`src/rtl/mem_access_ctrl.sv`:
```
// Single-outstanding initiator for the memory_unit bus: valid/ready request in, one bus access, valid/ready response out.
// Optional build macro WRITE_VERIFY_EN adds a read-back of every write and reports mismatches on rsp_err.
module mem_access_ctrl #(
  parameter int ADDR_W       = 3,
  parameter int DATA_W       = 8,
  parameter int READ_LATENCY = 1
) (
  input  logic              clk,
  input  logic              rst_n,
  input  logic              req_valid,
  output logic              req_ready,
  input  logic              req_write,
  input  logic [ADDR_W-1:0] req_addr,
  input  logic [DATA_W-1:0] req_wdata,
  output logic              rsp_valid,
  input  logic              rsp_ready,
  output logic              rsp_write,
  output logic [DATA_W-1:0] rsp_rdata,
  output logic              rsp_err,
  output logic              mem_select,
  output logic              mem_op,
  output logic [ADDR_W-1:0] mem_addr,
  output logic [DATA_W-1:0] mem_data_in,
  input  logic [DATA_W-1:0] mem_data_out
);

  typedef enum logic [2:0] {
    IDLE   = 3'd0,
    ACCESS = 3'd1,
    VERIFY = 3'd2,
    WAIT   = 3'd3,
    RESP   = 3'd4
  } state_t;

  state_t state, state_nx;

  logic              write_q, write_nx;
  logic [ADDR_W-1:0] addr_q, addr_nx;
  logic [2:0]        cnt_q, cnt_nx;
`ifdef WRITE_VERIFY_EN
  logic [DATA_W-1:0] wdata_q, wdata_nx;
`endif

  logic              req_ready_nx;
  logic              rsp_valid_nx;
  logic              rsp_write_nx;
  logic [DATA_W-1:0] rsp_rdata_nx;
  logic              rsp_err_nx;
  logic              mem_select_nx;
  logic              mem_op_nx;
  logic [ADDR_W-1:0] mem_addr_nx;
  logic [DATA_W-1:0] mem_data_in_nx;

  // Every output is a flop; the comb block computes next-cycle output values
  // alongside the next state so that bus strobes line up with the state.
  always_comb begin
    state_nx       = state;
    write_nx       = write_q;
    addr_nx        = addr_q;
    cnt_nx         = cnt_q;
`ifdef WRITE_VERIFY_EN
    wdata_nx       = wdata_q;
`endif
    req_ready_nx   = 1'b0;
    rsp_valid_nx   = rsp_valid;
    rsp_write_nx   = rsp_write;
    rsp_rdata_nx   = rsp_rdata;
    rsp_err_nx     = rsp_err;
    mem_select_nx  = 1'b0;
    mem_op_nx      = 1'b0;
    mem_addr_nx    = '0;
    mem_data_in_nx = '0;

    case (state)
      IDLE: begin
        req_ready_nx = 1'b1;
        if (req_valid && req_ready) begin
          state_nx       = ACCESS;
          req_ready_nx   = 1'b0;
          write_nx       = req_write;
          addr_nx        = req_addr;
`ifdef WRITE_VERIFY_EN
          wdata_nx       = req_write ? req_wdata : '0;
`endif
          mem_select_nx  = 1'b1;
          mem_op_nx      = req_write;
          mem_addr_nx    = req_addr;
          mem_data_in_nx = req_write ? req_wdata : '0;
        end
      end

      ACCESS: begin
        if (write_q) begin
`ifdef WRITE_VERIFY_EN
          state_nx      = VERIFY;
          mem_select_nx = 1'b1;
          mem_addr_nx   = addr_q;
`else
          state_nx      = RESP;
          rsp_valid_nx  = 1'b1;
          rsp_write_nx  = 1'b1;
          rsp_rdata_nx  = '0;
          rsp_err_nx    = 1'b0;
`endif
        end else begin
          state_nx = WAIT;
          cnt_nx   = 3'(READ_LATENCY);
        end
      end

      VERIFY: begin
        state_nx = WAIT;
        cnt_nx   = 3'(READ_LATENCY);
      end

      WAIT: begin
        if (cnt_q == 3'd1) begin
          state_nx     = RESP;
          rsp_valid_nx = 1'b1;
          rsp_write_nx = write_q;
          rsp_rdata_nx = mem_data_out;
`ifdef WRITE_VERIFY_EN
          rsp_err_nx   = write_q && (mem_data_out != wdata_q);
`else
          rsp_err_nx   = 1'b0;
`endif
        end else begin
          cnt_nx = cnt_q - 3'd1;
        end
      end

      RESP: begin
        if (rsp_ready) begin
          state_nx     = IDLE;
          req_ready_nx = 1'b1;
          rsp_valid_nx = 1'b0;
          rsp_write_nx = 1'b0;
          rsp_rdata_nx = '0;
          rsp_err_nx   = 1'b0;
        end
      end

      default: begin
        state_nx     = IDLE;
        req_ready_nx = 1'b1;
        rsp_valid_nx = 1'b0;
        rsp_write_nx = 1'b0;
        rsp_rdata_nx = '0;
        rsp_err_nx   = 1'b0;
      end
    endcase
  end

  always_ff @(posedge clk or negedge rst_n) begin
    if (!rst_n) begin
      state       <= IDLE;
      write_q     <= 1'b0;
      addr_q      <= '0;
      cnt_q       <= '0;
`ifdef WRITE_VERIFY_EN
      wdata_q     <= '0;
`endif
      req_ready   <= 1'b1;
      rsp_valid   <= 1'b0;
      rsp_write   <= 1'b0;
      rsp_rdata   <= '0;
      rsp_err     <= 1'b0;
      mem_select  <= 1'b0;
      mem_op      <= 1'b0;
      mem_addr    <= '0;
      mem_data_in <= '0;
    end else begin
      state       <= state_nx;
      write_q     <= write_nx;
      addr_q      <= addr_nx;
      cnt_q       <= cnt_nx;
`ifdef WRITE_VERIFY_EN
      wdata_q     <= wdata_nx;
`endif
      req_ready   <= req_ready_nx;
      rsp_valid   <= rsp_valid_nx;
      rsp_write   <= rsp_write_nx;
      rsp_rdata   <= rsp_rdata_nx;
      rsp_err     <= rsp_err_nx;
      mem_select  <= mem_select_nx;
      mem_op      <= mem_op_nx;
      mem_addr    <= mem_addr_nx;
      mem_data_in <= mem_data_in_nx;
    end
  end

endmodule

```
`config.mk`:
```
export PLATFORM = sky130hd
export DESIGN_NAME = mem_access_ctrl
export DESIGN_NICKNAME = d
export VERILOG_FILES = /design/src/rtl/mem_access_ctrl.sv
export SDC_FILE = /design/constraint.sdc
export NUM_CORES = 1
export LEC_CHECK = 0
export CORE_MARGIN = 4
export CORE_UTILIZATION = 35
export CTS_CLUSTER_SIZE = 24
export DETAILED_ROUTE_END_ITERATION = 16
export PLACE_DENSITY_LB_ADDON = 0.15
export SLEW_MARGIN = 20
export SYNTH_ARGS = -nofsm -noshare
export SYNTH_HDL_FRONTEND = slang
export SYNTH_SLANG_ARGS = --single-unit
```
`constraint.sdc`:
```
create_clock -name clk -period 2.55 [get_ports clk]
set_input_delay 0.255 -clock clk [delete_from_list [all_inputs] [get_ports clk]]
set_output_delay 0.255 -clock clk [all_outputs]
set_load 0.05 [all_outputs]
```
==> flow_summary_export.csv, run 1 <==
group,metric,value,unit
global_routing,grt_max_degree,32,
power_and_ir_drop,power,2.19,mW
clock_tree,htreeDepth,2,
global_routing,track_usage,0.121,
synth,syn-instance-count,106,
worst_setup_path,start_kind,"register",
worst_setup_path,rrSetupSlack,900,ps
synth,synth-edff-count,0,
floorplanning,rows,21,
synth,seq_area_frac_synth,0.596,
drt,drt-wirelength-per-cell,13.7,um
timing,tightest_slew,560,ps
global_routing,overflow,0,
worst_setup_path,reg2regPathDepth,5,
cells_and_area,nets,182,
placement,port-buffer-count,47,
drt,vias,968,
power_and_ir_drop,p_seq_frac,0.353,
worst_setup_path,path_class,"reg2out",
cells_and_area,final_util,0.552,
drt,via_per_inst,4.79,
power_and_ir_drop,p_per_area,1140,nW/um^2
synth,async_flop_share,1.00,
timing,holdWs,379,ps
global_routing,grt_pass1_wl,4670,um
worst_setup_path,r2r_end,"rsp_rdata[2]",
worst_setup_path,critPathMaxStageDelay,800,ps
floorplanning,chipHeight,69.0,um
power_and_ir_drop,irDropWorstVdd,0.000609,V
synth,yosys.cell_types.count,37,
drt,drtPass1Iterations,4,
timing,relSlewSlack,0.627,
clock_tree,clkLatencyLatePin,270,ps
worst_hold_path,hp-class,"in2async",
power_and_ir_drop,switchingPower,0.895,mW
worst_setup_path,critPathRequiredTime,2300,ps
timing,clock.fmax,541,MHz
timing,post-route-period-util,0.725,
cells_and_area,antenna_cells,0,
power_and_ir_drop,p_leak,0.856,nW
clock_tree,hold_buffers,0,
clock_tree,tritoncts,"built",
clock_tree,cts_resized,0,
global_routing,grt_pass1_vias,963,
clock_tree,cts_setup_buffers,0,
drt,wl,2760,um
drt,drtAntennaViolNets,0,
timing,final-max-slew-violation-count,0,
placement,dp_hpwl,2020,um
power_and_ir_drop,internal-power,1.30,mW
clock_tree,cts_buffers,5,
run_status,outcome,"completed",
worst_setup_path,worstPathCellList,"clkdlybuf4s50_1",
synth,avgSynthCellArea,12.3,um^2
cells_and_area,syn2layout_area_growth,46.8,%
power_and_ir_drop,combPwrFrac,0.444,
synth,yosysWarnings,0,
drt,drc_errors,0,
floorplanning,die_area,4770,um^2
synth,ys.flop_type,"dfrtp_1",
cells_and_area,drive_above_1_share,0.0962,
worst_setup_path,timing.rr.start,"cnt_q[1]",
clock_tree,cts_sinks,31,
power_and_ir_drop,sw_frac_of_total,0.409,
drt,drt_first_iter_violations,18,
worst_setup_path,cp-end-kind,"output pin",
worst_setup_path,critPathSlowestCell,"clkdlybuf4s50_1",
worst_setup_path,critPathBufInv,1,
placement,place.gp.congestion,0.788,
worst_setup_path,cp_data_arrival_time,1590,ps
floorplanning,initial_core_util,0.376,
timing,rsz0062_at_grt,"no",
clock_tree,clk_path_buf_depth,2,
timing,hold_viol,0,
global_routing,antenna_found_initial,0,
synth,ys_ff_latch,31,
flow_run,cap_viol_max_count,0,
floorplanning,core,3470,um^2
synth,synthesis.area,1300,um^2
power_and_ir_drop,p_clk_frac,0.204,
worst_setup_path,cpLargestDelayFamily,"buffers and inverters",
floorplanning,pin_count,49,
synth,syn_nets,132,
clock_tree,path_clk_slew,60,ps
timing,fin_worst_skew,4.54,ps
clock_tree,root_buffer,"clkbuf_8",
floorplanning,fp.dieW,69.0,um
timing,setup_viol,0,
timing,fin_crit,1850,ps
timing,tns,0,ps
worst_setup_path,crit_fanout,2,
## worst max-delay path by stage
stage	from	endpoint	slack, ps	cells past startpoint
5_1_grt	req_ready	req_ready	660	1
2_1_floorplan	cnt_q[1]	rsp_rdata[0]	1110	5
3_3_place_gp	cnt_q[1]	rsp_rdata[0]	980	5
6_report	req_ready	req_ready	700	1
3_5_place_dp	cnt_q[1]	rsp_rdata[2]	900	5
4_1_cts	req_ready	req_ready	690	1
## synth_stat cells (2+ instances only)
| cell | instances | share of area |
|---|---|---|
| nand3b_1 | 2 | 0.012 |
| nor2_1 | 3 | 0.0086 |
| ha_1 | 2 | 0.019 |
| a22o_1 | 9 | 0.060 |
| nand3_1 | 2 | 0.0077 |
| or2_2 | 2 | 0.0096 |
| nor2b_1 | 3 | 0.014 |
| buf_2 | 4 | 0.015 |
| dfrtp_1 | 30 | 0.58 |
| nand2_1 | 4 | 0.012 |
| inv_1 | 5 | 0.014 |
| a21oi_1 | 2 | 0.0077 |
| and2_1 | 11 | 0.053 |
| mux2i_1 | 2 | 0.015 |
| o21ai_0 | 3 | 0.012 |
## layout by cell type, fill, tap and decap left out, drive strengths merged
master | Yosys | layout
a21oi | 2 | 2
a221oi | 1 | 1
a22o | 9 | 9
a22oi | 1 | 1
a31o | 1 | 1
a32oi | 1 | 1
and2 | 11 | 11
and4b | 1 | 1
buf | 5 | 1
bufinv | 0 | 1
clkbuf | 0 | 6
clkdlybuf4s50 | 0 | 47
conb | 1 | 1
dfrtp | 30 | 30
dfstp | 1 | 1
ha | 2 | 2
inv | 5 | 5
mux2i | 2 | 2
nand2 | 4 | 4
nand2b | 2 | 2
nand3 | 2 | 2
nand3b | 2 | 2
nand4b | 1 | 1
nor2 | 4 | 4
nor2b | 3 | 3
nor3b | 1 | 1
nor4 | 1 | 1
nor4b | 1 | 1
o211a | 1 | 1
o211ai | 1 | 1
o21ai | 3 | 3
o21bai | 1 | 1
o221ai | 1 | 1
o22a | 1 | 1
o2bb2ai | 1 | 1
o31ai | 1 | 1
or2 | 2 | 2
## routing by layer
metal	global-route usage	part of all wire
met1	0.156	0.46
met3	0.0552	0.092
met5	0	0
met4	0.0456	0.014
met2	0.176	0.43
## registers in the layout, summed over array words and instances (netlist names)
register and cells:
state 3, req_ready 1, cnt_q 3, mem_select 1, mem_addr 3, mem_data_in 8, write_q 1, rsp_write 1
rsp_valid 1, rsp_rdata 8, mem_op 1
## power by group through the flow
stage	Combinational, mW	Clock [mW]	Sequential (mW)
final	0.972	0.446	0.773
after global routing	1.04	0.481	0.797
after CTS	0.982	0.457	0.772
after detailed placement	0.977	0	0.779
after global placement	0.969	0	0.775
after floorplan	0.423	0	0.929
## logic make-up after synthesis
group | after synthesis | synth area share
and+or+nand+nor | 35 | 0.176
DFF | 31 | 0.596
AOI/OAI and AO/OA | 25 | 0.155
buffers and inverters | 10 | 0.0355
muxes | 2 | 0.0154
adders and majority gates | 2 | 0.0192
other | 1 | 0.00288
## per-stage QoR
| stage | instance area [um^2] | instances | worst slack, ps |
|---|---|---|---|
| 2_1_floorplan | 1300 | 106 | 1110 |
| 3_3_place_gp | 1810 | 195 | 982 |
| 3_5_place_dp | 1810 | 195 | 898 |
| 4_1_cts | 1910 | 202 | 688 |
| 5_1_grt | 1910 | 202 | 658 |
| 6_report | 1910 | 202 | 701 |
## layout make-up
type                    count  area [um^2]
flip-flops and latches     31          777
repair buffers             48          478
clock buffers               6         72.6
multi-input cells          65          480
inverters                   5         18.8
fillers                   313         1550
clock inverters             1         30.0
well taps                  46         57.6
(Power assumes the default switching activity.)
==> run 2, diff against run 1 <==
clock period = 1.89 ns   (was 2.55 ns; I/O delays follow)
==> run 2 against run 1 <==
Routed wire length rose by 2.4%. Final cell count did not move. Sequential cell count unchanged. Clock skew rose by 4.3 ps. Sequential share of layout area unchanged. Final area did not move. Hold slack got worse by 69 ps. Critical endpoint unchanged.
==> flow_summary_export.csv, run 2 (same netlist as run 1, synthesis figures left out) <==
group,metric,value,unit
power_and_ir_drop,sw_frac_of_total,0.409,
drt,drt-wirelength-per-cell,14.0,um
timing,post-route-period-util,0.948,
placement,port-buffer-count,47,
clock_tree,htreeDepth,2,
clock_tree,root_buffer,"clkbuf_8",
worst_setup_path,path_depth,1,
flow_run,cap_viol_max_count,0,
worst_setup_path,cpLargestDelayFamily,"buffers and inverters",
timing,final-max-slew-violation-count,0,
global_routing,grt_max_degree,32,
power_and_ir_drop,irDropWorstVdd,0.000906,V
drt,drtPass1Iterations,4,
placement,place.gp.congestion,0.720,
timing,fin_worst_skew,8.80,ps
drt,via_per_inst,4.81,
timing,relSlewSlack,0.630,
cells_and_area,antenna_cells,0,
floorplanning,rows,21,
global_routing,grt_pass1_vias,957,
power_and_ir_drop,switchingPower,1.21,mW
timing,clock.fmax,558,MHz
worst_setup_path,start_kind,"register",
drt,vias,971,
floorplanning,initial_core_util,0.376,
cells_and_area,syn2layout_area_growth,46.8,%
timing,holdWs,309,ps
worst_setup_path,reg2regPathDepth,5,
worst_setup_path,critPathBufInv,1,
clock_tree,clk_path_buf_depth,2,
cells_and_area,drive_above_1_share,0.0962,
clock_tree,tritoncts,"built",
global_routing,antenna_found_initial,0,
timing,rsz0062_at_grt,"no",
floorplanning,chipHeight,69.0,um
clock_tree,cts_resized,0,
clock_tree,cts_buffers,5,
worst_setup_path,timing.rr.start,"cnt_q[1]",
placement,dpl-instance-area,1810,um^2
timing,hold_viol,0,
cells_and_area,layout_commonest_cell,"clkdlybuf4s50_1",
clock_tree,path_clk_slew,60,ps
worst_setup_path,rrSetupSlack,230,ps
power_and_ir_drop,combPwrFrac,0.446,
global_routing,track_usage,0.126,
drt,drc_errors,0,
worst_setup_path,cp-end-kind,"output pin",
floorplanning,fp.dieW,69.0,um
drt,drt_first_iter_violations,72,
worst_setup_path,critPathSlowestCell,"clkdlybuf4s50_1",
floorplanning,core,3470,um^2
power_and_ir_drop,p_seq_frac,0.350,
worst_setup_path,critPathMaxStageDelay,800,ps
power_and_ir_drop,internal-power,1.75,mW
cells_and_area,nets,182,
timing,final.setup.worst_slack,97.7,ps
cells_and_area,stdcell_area,1910,um^2
worst_setup_path,worstPathCellList,"clkdlybuf4s50_1",
power_and_ir_drop,p_leak,0.856,nW
timing,tightest_slew,555,ps
worst_setup_path,path_class,"reg2out",
floorplanning,die_area,4770,um^2
global_routing,grt_pass1_wl,4730,um
worst_setup_path,crit_fanout,2,
timing,setup_viol,0,
cells_and_area,final_cell_mix,"47 x clkdlybuf4s50_1, 30 x dfrtp_1, 11 x and2_1, 9 x a22o_1",
placement,pre_cts_ws,241,ps
power_and_ir_drop,p_clk_frac,0.204,
worst_setup_path,worstSetupStartpoint,"req_ready",
timing,tns,0,ps
power_and_ir_drop,p_per_area,1550,nW/um^2
worst_hold_path,hp-class,"in2async",
cells_and_area,reg.largest.list,"mem_data_in x8, rsp_rdata x8",
placement,dp_hpwl,2030,um
worst_setup_path,cp_data_arrival_time,1600,ps
timing,fin_crit,1790,ps
clock_tree,hold_buffers,0,
clock_tree,cts_sinks,31,
run_status,outcome,"completed",
clock_tree,cts_setup_buffers,0,
clock_tree,clkLatencyLatePin,270,ps
drt,drtAntennaViolNets,0,
drt,wl,2830,um
floorplanning,pin_count,49,
global_routing,overflow,0,
worst_setup_path,critPathRequiredTime,1700,ps
run 2: cell counts in the layout (fill, tap and decap cells not counted):
No cell type changed its count.
run 2: worst paths after layout:
check                                 end
max in group asynchronous       req_ready
setup reg to reg             rsp_rdata[1]
setup / recovery                req_ready
hold / removal               rsp_rdata[7]
min in group clk           mem_data_in[2]
hold reg to reg              rsp_rdata[4]
run 2: power groups by stage:
| stage | clock, mW | sequential, mW | combinational, mW |
|---|---|---|---|
| 3_3_place_gp | 0 | 1.04 | 1.31 |
| 4_1_cts | 0.629 | 1.04 | 1.33 |
| 2_1_floorplan | 0 | 1.25 | 0.571 |
| 6_report | 0.603 | 1.04 | 1.32 |
| 5_1_grt | 0.662 | 1.07 | 1.42 |
| 3_5_place_dp | 0 | 1.05 | 1.32 |
run 2: routing by layer:
metal | track usage | vias to the layer above | routed length, um
met5 | 0 | - | 0
met2 | 0.177 | 35 | 1330
met4 | 0.0325 | 0 | 0
met3 | 0.0741 | 0 | 197
li1 | - | 470 | -
met1 | 0.166 | 466 | 1300
run 2: area by class of cell:
| type | instances | area [um^2] |
|---|---|---|
| Fill cell | 314 | 1550 |
| Sequential cell | 31 | 777 |
| Multi-Input combinational cell | 65 | 480 |
| Timing Repair Buffer | 48 | 478 |
| Clock buffer | 6 | 72.6 |
| Tap cell | 46 | 57.6 |
| Clock inverter | 1 | 30.0 |
| Inverter | 5 | 18.8 |
run 2: per-stage QoR:
step | std cells | power [mW] | util
after floorplan | 106 | 1.82 | -
after global placement | 195 | 2.35 | 0.522
final | 202 | 2.96 | 0.552
after CTS | 202 | 3.00 | 0.552
after detailed placement | 195 | 2.37 | 0.522
after global routing | 202 | 3.15 | 0.552
